$ cat src/rtl/addsub_if.sv
// Operand/result stream bundle for addsub_pipe: a valid/ready operand beat in,
// and a valid/ready result beat out with carry and signed-overflow flags.
interface addsub_if #(
   parameter int WIDTH = 16
);
   logic             in_valid;
   logic             in_ready;
   logic [WIDTH-1:0] A;
   logic [WIDTH-1:0] B;
   logic             Sub;
   logic             out_valid;
   logic             out_ready;
   logic [WIDTH-1:0] S;
   logic             Co;
   logic             Ovf;

   modport master (
      output in_valid, A, B, Sub, out_ready,
      input  in_ready, out_valid, S, Co, Ovf
   );

   modport slave (
      input  in_valid, A, B, Sub, out_ready,
      output in_ready, out_valid, S, Co, Ovf
   );
endinterface

$ cat src/rtl/addsub_pipe.sv
// Pipelined WIDTH-bit adder/subtractor: the carry chain is cut into STAGES ripple segments.
// Optional signed saturation of S on overflow when ADDSUB_PIPE_SAT_EN is defined.
module addsub_pipe #(
   parameter int WIDTH  = 16,
   parameter int STAGES = 4
) (
   input  logic     clk,
   input  logic     reset,
   addsub_if.slave  bus
);
   localparam int CHUNK = WIDTH / STAGES;

   logic out_vld;
   logic adv;

   // One global enable: the whole pipe moves whenever the output slot is free or being taken.
   assign adv          = !out_vld || bus.out_ready;
   assign bus.in_ready = adv;

`ifdef ADDSUB_PIPE_SAT_EN
   function automatic logic [WIDTH-1:0] sat_value(input logic neg);
      sat_value = neg ? {1'b1, {(WIDTH-1){1'b0}}} : {1'b0, {(WIDTH-1){1'b1}}};
   endfunction
`endif

   for (genvar k = 0; k < STAGES; k++) begin : g_stage
      // IW: operand bits not yet summed on entry; SW: result bits complete after this stage.
      localparam int IW = WIDTH - k*CHUNK;
      localparam int SW = (k+1)*CHUNK;

      logic [IW-1:0]  a_in;
      logic [IW-1:0]  bx_in;
      logic           c_in;
      logic           v_in;
      logic [CHUNK:0] sum;
      logic [SW-1:0]  s_nxt;
      logic           vld_p;
      logic           c_p;
      logic [SW-1:0]  s_p;

      if (k == 0) begin : g_first
         assign a_in  = bus.A;
         assign bx_in = bus.Sub ? ~bus.B : bus.B;
         assign c_in  = bus.Sub;
         assign v_in  = bus.in_valid;
         assign s_nxt = sum[CHUNK-1:0];
      end else begin : g_next
         assign a_in  = g_stage[k-1].g_mid.a_p;
         assign bx_in = g_stage[k-1].g_mid.bx_p;
         assign c_in  = g_stage[k-1].c_p;
         assign v_in  = g_stage[k-1].vld_p;
         assign s_nxt = {sum[CHUNK-1:0], g_stage[k-1].s_p};
      end

      assign sum = {1'b0, a_in[CHUNK-1:0]} + {1'b0, bx_in[CHUNK-1:0]} + {{CHUNK{1'b0}}, c_in};

      always_ff @(posedge clk) begin
         if (reset) begin
            vld_p <= 1'b0;
         end else if (adv) begin
            vld_p <= v_in;
         end
      end

      if (k < STAGES-1) begin : g_mid
         // ---- stage k -> k+1 boundary: upper operand bits ride along with the partial sum
         logic [IW-CHUNK-1:0] a_p;
         logic [IW-CHUNK-1:0] bx_p;

         always_ff @(posedge clk) begin
            if (adv) begin
               a_p  <= a_in[IW-1:CHUNK];
               bx_p <= bx_in[IW-1:CHUNK];
               c_p  <= sum[CHUNK];
               s_p  <= s_nxt;
            end
         end
      end else begin : g_last
         // ---- output boundary: final carry, overflow flag and (optionally) clamped sum
         logic ovf_nxt;
         logic ovf_p;

         assign ovf_nxt = (a_in[IW-1] == bx_in[IW-1]) && (s_nxt[SW-1] != a_in[IW-1]);

         always_ff @(posedge clk) begin
            if (adv) begin
               c_p   <= sum[CHUNK];
               ovf_p <= ovf_nxt;
`ifdef ADDSUB_PIPE_SAT_EN
               s_p   <= ovf_nxt ? sat_value(a_in[IW-1]) : s_nxt;
`else
               s_p   <= s_nxt;
`endif
            end
         end
      end
   end

   // Data registers are not reset, so result fields are masked to zero when no beat is presented.
   assign out_vld       = g_stage[STAGES-1].vld_p;
   assign bus.out_valid = out_vld;
   assign bus.S         = out_vld ? g_stage[STAGES-1].s_p : '0;
   assign bus.Co        = out_vld && g_stage[STAGES-1].c_p;
   assign bus.Ovf       = out_vld && g_stage[STAGES-1].g_last.ovf_p;
endmodule
$ cat src/flat_wrapper.sv
// flat-port wrapper written by rule: the top's interface ports become plain ports
module addsub_pipe_flat 
#(
   parameter int WIDTH  = 16,
   parameter int STAGES = 4
)
  (clk, reset, bus_in_valid, bus_A, bus_B, bus_Sub, bus_out_ready, bus_in_ready, bus_out_valid, bus_S, bus_Co, bus_Ovf);
  addsub_if #(.WIDTH(WIDTH)) bus_i ();
  input  logic clk;
  input  logic reset;
  input wire logic [$bits(bus_i.in_valid)-1:0] bus_in_valid;
  input wire logic [$bits(bus_i.A)-1:0] bus_A;
  input wire logic [$bits(bus_i.B)-1:0] bus_B;
  input wire logic [$bits(bus_i.Sub)-1:0] bus_Sub;
  input wire logic [$bits(bus_i.out_ready)-1:0] bus_out_ready;
  output wire logic [$bits(bus_i.in_ready)-1:0] bus_in_ready;
  output wire logic [$bits(bus_i.out_valid)-1:0] bus_out_valid;
  output wire logic [$bits(bus_i.S)-1:0] bus_S;
  output wire logic [$bits(bus_i.Co)-1:0] bus_Co;
  output wire logic [$bits(bus_i.Ovf)-1:0] bus_Ovf;
  assign bus_i.in_valid = bus_in_valid;
  assign bus_i.A = bus_A;
  assign bus_i.B = bus_B;
  assign bus_i.Sub = bus_Sub;
  assign bus_i.out_ready = bus_out_ready;
  assign bus_in_ready = bus_i.in_ready;
  assign bus_out_valid = bus_i.out_valid;
  assign bus_S = bus_i.S;
  assign bus_Co = bus_i.Co;
  assign bus_Ovf = bus_i.Ovf;
  addsub_pipe #(.WIDTH(WIDTH), .STAGES(STAGES)) u_core (.clk(clk), .reset(reset), .bus(bus_i));
endmodule
$ cat config.mk
export PLATFORM = sky130hd
export DESIGN_NAME = addsub_pipe_flat
export DESIGN_NICKNAME = d
export VERILOG_FILES = /design/src/rtl/addsub_if.sv /design/src/rtl/addsub_pipe.sv /design/src/flat_wrapper.sv
export SDC_FILE = /design/constraint.sdc
export NUM_CORES = 1
export LEC_CHECK = 0
export CAP_MARGIN = 15
export CELL_PAD_IN_SITES_DETAIL_PLACEMENT = 1
export CELL_PAD_IN_SITES_GLOBAL_PLACEMENT = 1
export CORE_MARGIN = 3
export CORE_UTILIZATION = 51
export CTS_BUF_LIST = sky130_fd_sc_hd__clkbuf_4
export DETAILED_ROUTE_END_ITERATION = 10
export PLACE_DENSITY = 0.95
export SLEW_MARGIN = 10
export SYNTH_ARGS = -nofsm -noshare
export SYNTH_HDL_FRONTEND = slang
export SYNTH_SLANG_ARGS = --single-unit
$ cat constraint.sdc
create_clock -name clk -period 8.25 [get_ports clk]
set_input_delay 1.2375 -clock clk [delete_from_list [all_inputs] [get_ports clk]]
set_output_delay 1.2375 -clock clk [all_outputs]
set_load 0.02 [all_outputs]
==> flow_summary.rst, run 1 <==
.. list-table::
   :header-rows: 1

   * - Metric
     - Value
   * - Post-route cell area
     - 4564 µm²
   * - Maximum level of the CTS H-tree
     - 3
   * - Min Tclk post-route
     - 4.017 ns
   * - Commonest cells after routing, fill and taps aside
     - sky130_fd_sc_hd__edfxtp_1, sky130_fd_sc_hd__clkdlybuf4s50_1, sky130_fd_sc_hd__xor2_1
   * - Area enclosed by the die boundary
     - between 8000 and 9000 µm²
   * - Yosys Warn Count
     - 0
   * - Fin. max-slew vios
     - 0
   * - Post-route antenna net violation count
     - 0
   * - Outcome
     - finished, final reports clean
   * - Critical path startpoint category
     - primary input
   * - Ratio of final minimum period to clock period
     - 0.4869
   * - Critical-path cell with the highest stage delay
     - sky130_fd_sc_hd__clkdlybuf4s50_1
   * - Static Leakage
     - 1.728 nW
   * - Worst setup startpoint
     - bus_out_ready
   * - Average size of a mapped cell
     - 18.62 µm²
   * - Number of buffers added on ports
     - 56
   * - Net Count, Synth
     - around 260
   * - Highest attainable clock frequency
     - 249.0 MHz
   * - Insertion delay to the later sink of the worst-skew pair
     - 0.43 ns
   * - Post-synthesis instance total
     - 202
   * - WP buf/inv
     - 3
   * - Routed wire length per instance
     - between 15 and 20 µm
   * - Fraction of final layout cells with drive strength greater than 1
     - 0.07011
   * - Antenna violations before repair
     - 0
   * - Top cell type's share of synthesized area
     - 0.7425
   * - Worst Slack Setup Final
     - 4.233 ns
   * - Overall power of the completed layout
     - 1.016 mW
   * - # placed instances
     - 351
   * - Number of optimization iterations in the first detailed-route pass
     - 4
   * - Worst slew pin tran
     - approximately 1.1 ns
   * - Hold Violations, Final
     - 0
   * - Classification of the worst-slack hold path
     - flip-flop to flip-flop
   * - Largest net degree at the start of global routing
     - 94
   * - TritonCTS clock tree
     - built
   * - Setup repair after global routing missed its margin
     - false
   * - Most common library cell in the layout ignoring fill and taps
     - sky130_fd_sc_hd__edfxtp_1
   * - Post-CTS repair timing setup buffer count
     - 0
   * - Hold bufs inserted after CTS
     - 0
   * - Number of placement rows
     - 30
   * - Endpoint type of the worst setup path
     - primary output
   * - Final Routed Wirelength
     - approximately 5.8 mm
   * - Number of global-route vias before repair
     - between 1,500 and 2,000
   * - Top-level I/O count
     - 57
   * - Post-synthesis sequential element count
     - 97
   * - Max-cap violations
     - 0
   * - First-pass GRT wire length
     - around 9.4 mm
   * - Area grow syn2layout
     - 21.36%
   * - Layout fillers
     - around 620
   * - Final setup skew
     - 0.01963 ns
   * - Worst-path cell chain
     - clkdlybuf4s50_1 -> nor2b_1 -> clkinv_2 -> clkdlybuf4s50_1
   * - Required time of the worst setup path
     - 7.01 ns
   * - Initial cell density of the core
     - 0.5387
   * - Slowest stage delay, CP
     - 0.57 ns
   * - Post-placement worst setup slack
     - ~4.2 ns
   * - Max_slew headroom
     - 0.2592
   * - Count of instances resized after the clock tree is built
     - 0
   * - CORE AREA
     - 6982 µm²
   * - Chip height
     - 91.88 µm
   * - Worst setup path category
     - primary input to primary output
   * - Max Fanout on Critical Path
     - 5
   * - Main area contributors after synthesis
     - sky130_fd_sc_hd__edfxtp_1, sky130_fd_sc_hd__xor2_1, sky130_fd_sc_hd__ha_1
   * - Layout Utilization
     - 0.6538
   * - Share of the yosys chip area belonging to registers
     - 0.7638
   * - Number of distinct library cells after synthesis
     - 26
   * - Horizontal die dimension
     - just over 90 µm
   * - Crit-path most repeated cell
     - sky130_fd_sc_hd__clkdlybuf4s50_1
   * - Via count
     - between 1,500 and 2,000
   * - Number of design-rule violations left by the first detailed-router iteration
     - 84
   * - Ratio of total power to cell area
     - 222.6 nW/µm²
   * - Fin Hold WS
     - 0.4242 ns
   * - R2r startpoint
     - u_core.bus.out_valid
   * - Overall routing resource usage
     - 0.1507
   * - Buffer type at the clock tree root
     - sky130_fd_sc_hd__clkbuf_4
   * - Placer Congestion
     - a little under 0.7
   * - Synth area leader
     - sky130_fd_sc_hd__edfxtp_1
   * - N_diodes
     - 0
   * - NumNets Final
     - 322
   * - Syn Std Cell Area
     - ~3800 µm²
   * - Post-route DRC violation count
     - 0
   * - Peak VDD IR
     - 0.1225 mV
   * - Setup Viol. Count Final
     - 0
   * - Total CTS buffers
     - 9
   * - Source of the worst hold timing path
     - u_core.g_stage[1].s_p[4]
   * - Final HPWL from detailed placement
     - 4.230 mm
   * - Bufs on Longest Clock Path
     - 2
   * - Setup TNS
     - 0 ns
   * - Per-cell via count in the routed design
     - 4.861
   * - Post-layout instance count excluding filler cells
     - 367
   * - Placement Cell Area
     - about 4400 µm²
   * - Clock transition time at the flip-flop clock pins of the worst setup and hold paths
     - 0.13 ns
   * - Data arrival time at the worst-slack endpoint
     - between 2 and 3 ns
   * - Num Clock Sinks
     - 97
   * - Sum of overflow across all layers after global routing
     - 0
   * - Family of cells with the greatest summed delay on the critical path
     - buffers and inverters
cell usage after synthesis (all sizes together):
cell,number
mux2i,3
xnor2,4
nor4b,1
fa,7
a21o,7
a21oi,5
edfxtp,93
nand4,2
nor2b,3
nor2,6
mux2,2
o21ai,1
dfxtp,4
buf,3
ha,12
a31oi,1
inv,6
nor3b,1
nand2b,1
o21bai,1
clkbuf,1
and2,18
xor2,19
or4,1
routing by layer:
metal  vias up  share of wire  track usage
met3        13          0.043      0.03199
met5         -              0            0
met4         0          0.028      0.07921
met1       853           0.39       0.1597
met2        52           0.54       0.2786
li1        866              -            -
path summary, 6_finish.rpt:
path / slack [ns] / end / cells after the start
worst max-delay path: 4.23 / bus_in_ready / 4
worst min-delay path: 0.42 / u_core.g_stage[2].s_p[4] / 0
worst max register to register: 6.04 / u_core.g_stage[0].g_mid.bx_p[11] / 3
worst min register to register: 0.42 / u_core.g_stage[2].s_p[4] / 0
flip-flops by register name, indices dropped and copies added, names as in the netlist:
| register | cells |
|---|---|
| u_core.bus.out_valid | 1 |
| u_core.g_stage.g_mid.a_p | 24 |
| u_core.g_stage.c_p | 4 |
| u_core.g_stage.g_mid.bx_p | 24 |
| u_core.g_stage.s_p | 40 |
| u_core.g_stage.g_last.ovf_p | 1 |
| u_core.g_stage.vld_p | 3 |
power by group:
group          switching (mW)  internal, mW  total [mW]
logic                  0.0474        0.0550       0.102
registers              0.0276         0.646       0.673
clock network           0.148        0.0918       0.240
total                   0.223         0.793        1.02
kinds of logic (layout without fill, tap and decap cells):
family                     Yosys count  count (layout)  share of synthesized area
AOI/OAI and AO/OA                   15              15                    0.02561
adders and majority gates           19              19                    0.07718
xor gates and xnor gates            23              23                    0.05356
and+or+nand+nor                     33              33                    0.05223
buffers and inverters               10              79                    0.01264
DFF                                 97              97                     0.7638
muxes                                5               5                    0.01497
final cells by class:
| type | count | area, µm² | share of cell area |
|---|---|---|---|
| inverters | 6 | 23.77 | 0.005208 |
| repair buffers | 57 | 568.0 | 0.1245 |
| clock inverters | 7 | 71.32 | 0.01562 |
| well taps | 96 | 120.1 | 0.02632 |
| clock buffers | 9 | 67.56 | 0.01480 |
| multi-input cells | 95 | 840.8 | 0.1842 |
| flip-flops and latches | 97 | 2873 | 0.6294 |
No activity file was read; power rests on OpenSTA's default activity.
==> run 2: changes to the inputs <==
--- a/config.mk
+++ b/config.mk
@@ -9,10 +9,10 @@
 export CELL_PAD_IN_SITES_DETAIL_PLACEMENT = 1
 export CELL_PAD_IN_SITES_GLOBAL_PLACEMENT = 1
 export CORE_MARGIN = 3
-export CORE_UTILIZATION = 51
+export CORE_UTILIZATION = 43
 export CTS_BUF_LIST = sky130_fd_sc_hd__clkbuf_4
 export DETAILED_ROUTE_END_ITERATION = 10
-export PLACE_DENSITY = 0.95
+export PLACE_DENSITY = 0.88
 export SLEW_MARGIN = 10
 export SYNTH_ARGS = -nofsm -noshare
 export SYNTH_HDL_FRONTEND = slang
==> constraint.sdc (replaced) <==
create_clock -name clk -period 3.25 [get_ports clk]
set_input_delay 0.4875 -clock clk [delete_from_list [all_inputs] [get_ports clk]]
set_output_delay 0.4875 -clock clk [all_outputs]
set_load 0.02 [all_outputs]
==> run 2 against run 1 <==
Effect of this change: wire length increased by 2.1%; non-clock buffer count grew 1; setup slack got worse by 3.8 ns.
==> flow_summary.rst, run 2 (same netlist as run 1, synthesis figures left out) <==
.. list-table::
   :header-rows: 1

   * - Metric
     - Value
   * - Hold Violations, Final
     - 0
   * - Worst slew pin tran
     - 1.112 ns
   * - Highest attainable clock frequency
     - 358.5 MHz
   * - Area grow syn2layout
     - 22.82%
   * - Per-cell via count in the routed design
     - 4.790
   * - Overall power of the completed layout
     - 2.735 mW
   * - Post-route antenna net violation count
     - 0
   * - Number of buffers added on ports
     - 56
   * - Classification of the worst-slack hold path
     - flip-flop to flip-flop
   * - Largest net degree at the start of global routing
     - 94
   * - NumNets Final
     - 323
   * - Layout Utilization
     - 0.5539
   * - Setup TNS
     - 0 ns
   * - Outcome
     - finished, final reports clean
   * - Layout fillers
     - between 700 and 800
   * - Data arrival time at the worst-slack endpoint
     - 2.30 ns
   * - Setup Viol. Count Final
     - 0
   * - Registers with the most flip-flops
     - u_core.g_stage.s_p x40, u_core.g_stage.g_mid.a_p x24, u_core.g_stage.g_mid.bx_p x24
   * - Ratio of total power to cell area
     - 592.1 nW/µm²
   * - Initial cell density of the core
     - 0.4509
   * - Buffer type at the clock tree root
     - sky130_fd_sc_hd__clkbuf_4
   * - Post-route DRC violation count
     - 0
   * - Overall routing resource usage
     - 0.1298
   * - Antenna violations before repair
     - 0
   * - Total CTS buffers
     - 9
   * - Fraction of final layout cells with drive strength greater than 1
     - 0.07380
   * - Worst Slack Setup Final
     - 0.4606 ns
   * - Placement Cell Area
     - 4444 µm²
   * - Final Routed Wirelength
     - between 5 and 6 mm
   * - Hold bufs inserted after CTS
     - 0
   * - Commonest cells after routing, fill and taps aside
     - sky130_fd_sc_hd__edfxtp_1, sky130_fd_sc_hd__clkdlybuf4s50_1, sky130_fd_sc_hd__xor2_1
   * - Count of instances resized after the clock tree is built
     - 0
   * - Final setup skew
     - 0.02200 ns
   * - Horizontal die dimension
     - 99.53 µm
   * - Register ranked first by flip-flop count
     - u_core.g_stage.s_p
   * - Number of design-rule violations left by the first detailed-router iteration
     - 100
   * - Fin. max-slew vios
     - 0
   * - First-pass GRT wire length
     - 9.577 mm
   * - Ratio of final minimum period to clock period
     - 0.8583
   * - CORE AREA
     - 8341 µm²
   * - Min Tclk post-route
     - between 2 and 3 ns
   * - Post-CTS repair timing setup buffer count
     - 0
   * - Endpoint type of the worst setup path
     - primary output
   * - Required time of the worst setup path
     - 2.76 ns
   * - Static Leakage
     - 1.755 nW
   * - Number of placement rows
     - 33
   * - Critical path startpoint category
     - flip-flop
   * - Routed wire length per instance
     - between 15 and 20 µm
   * - Max Fanout on Critical Path
     - 20
   * - Via count
     - between 1,500 and 2,000
   * - Fin Hold WS
     - 0.4263 ns
   * - Maximum level of the CTS H-tree
     - 3
   * - Setup repair after global routing missed its margin
     - false
   * - Num Clock Sinks
     - 97
   * - N_diodes
     - 0
   * - TritonCTS clock tree
     - built
   * - Max-cap violations
     - 0
   * - Sum of overflow across all layers after global routing
     - 0
   * - Peak VDD IR
     - 0.2523 mV
   * - # placed instances
     - 361
   * - Worst setup path category
     - flip-flop to primary output
   * - Post-route cell area
     - 4619 µm²
   * - Post-layout instance count excluding filler cells
     - 376
   * - Area enclosed by the die boundary
     - 9905 µm²
   * - Max_slew headroom
     - 0.2588
   * - Clock transition time at the flip-flop clock pins of the worst setup and hold paths
     - 0.14 ns
   * - Number of global-route vias before repair
     - about 2,000
   * - Number of optimization iterations in the first detailed-route pass
     - 4
   * - Insertion delay to the later sink of the worst-skew pair
     - 0.43 ns
   * - Final HPWL from detailed placement
     - 4.281 mm
   * - Placer Congestion
     - 0.6993
   * - Chip height
     - 99.53 µm
   * - Largest register FFs
     - 40
   * - Most common library cell in the layout ignoring fill and taps
     - sky130_fd_sc_hd__edfxtp_1
   * - Bufs on Longest Clock Path
     - 2
   * - Top-level I/O count
     - 57
   * - Post-placement worst setup slack
     - 0.6908 ns
-- run 2: cell types whose count changed in the layout (fill, tap and decap cells not counted) --
cell and delta:
sky130_fd_sc_hd__clkinvlp_4 -1, sky130_fd_sc_hd__clkinv_1 -1, sky130_fd_sc_hd__clkinv_4 -2, sky130_fd_sc_hd__clkinv_2 +1
sky130_fd_sc_hd__bufinv_16 +2, sky130_fd_sc_hd__buf_4 +1
-- run 2: final timing paths --
kind	slack, ns	cells past startpoint	startpoint	to
worst max-delay path	0.46	3	u_core.bus.out_valid	bus_in_ready
worst min-delay path	0.43	0	u_core.g_stage[2].s_p[9]	u_core.g_stage[3].s_p[9]
worst max register to register	1.03	3	u_core.bus.out_valid	u_core.g_stage[0].g_mid.bx_p[1]
worst min register to register	0.43	0	u_core.g_stage[2].s_p[9]	u_core.g_stage[3].s_p[9]
-- run 2: final cells by class --
class | instances | area, µm² | share of cell area
clock buffers | 9 | 67.56 | 0.01463
repair buffers | 58 | 575.6 | 0.1246
clock inverters | 6 | 107.6 | 0.02329
well taps | 105 | 131.4 | 0.02844
multi-input cells | 95 | 840.8 | 0.1820
inverters | 6 | 23.77 | 0.005146
flip-flops and latches | 97 | 2873 | 0.6219
-- run 2: layer usage --
layer / wire length, µm / share of wire / track usage / vias up
li1: - / - / - / 871
met1: 2395 / 0.40 / 0.1449 / 870
met2: 3164 / 0.53 / 0.2268 / 48
met3: 253 / 0.042 / 0.03296 / 12
met4: 157 / 0.026 / 0.07038 / 0
met5: 0 / 0 / 0 / -
-- run 2: critical path: stages (launching register included) --
cell	delay, ns
sky130_fd_sc_hd__dfxtp_1	0.65
sky130_fd_sc_hd__nor2b_1	0.50
sky130_fd_sc_hd__clkinv_2	0.16
sky130_fd_sc_hd__clkdlybuf4s50_1	0.57
-- run 2: report_power, final --
group | total [mW] | internal [mW] | switching, mW | leakage, nW
logic | 0.261 | 0.140 | 0.121 | 0.647
registers | 1.71 | 1.64 | 0.0703 | 1.02
clock network | 0.764 | 0.383 | 0.381 | 0.0918
total | 2.73 | 2.16 | 0.573 | 1.75
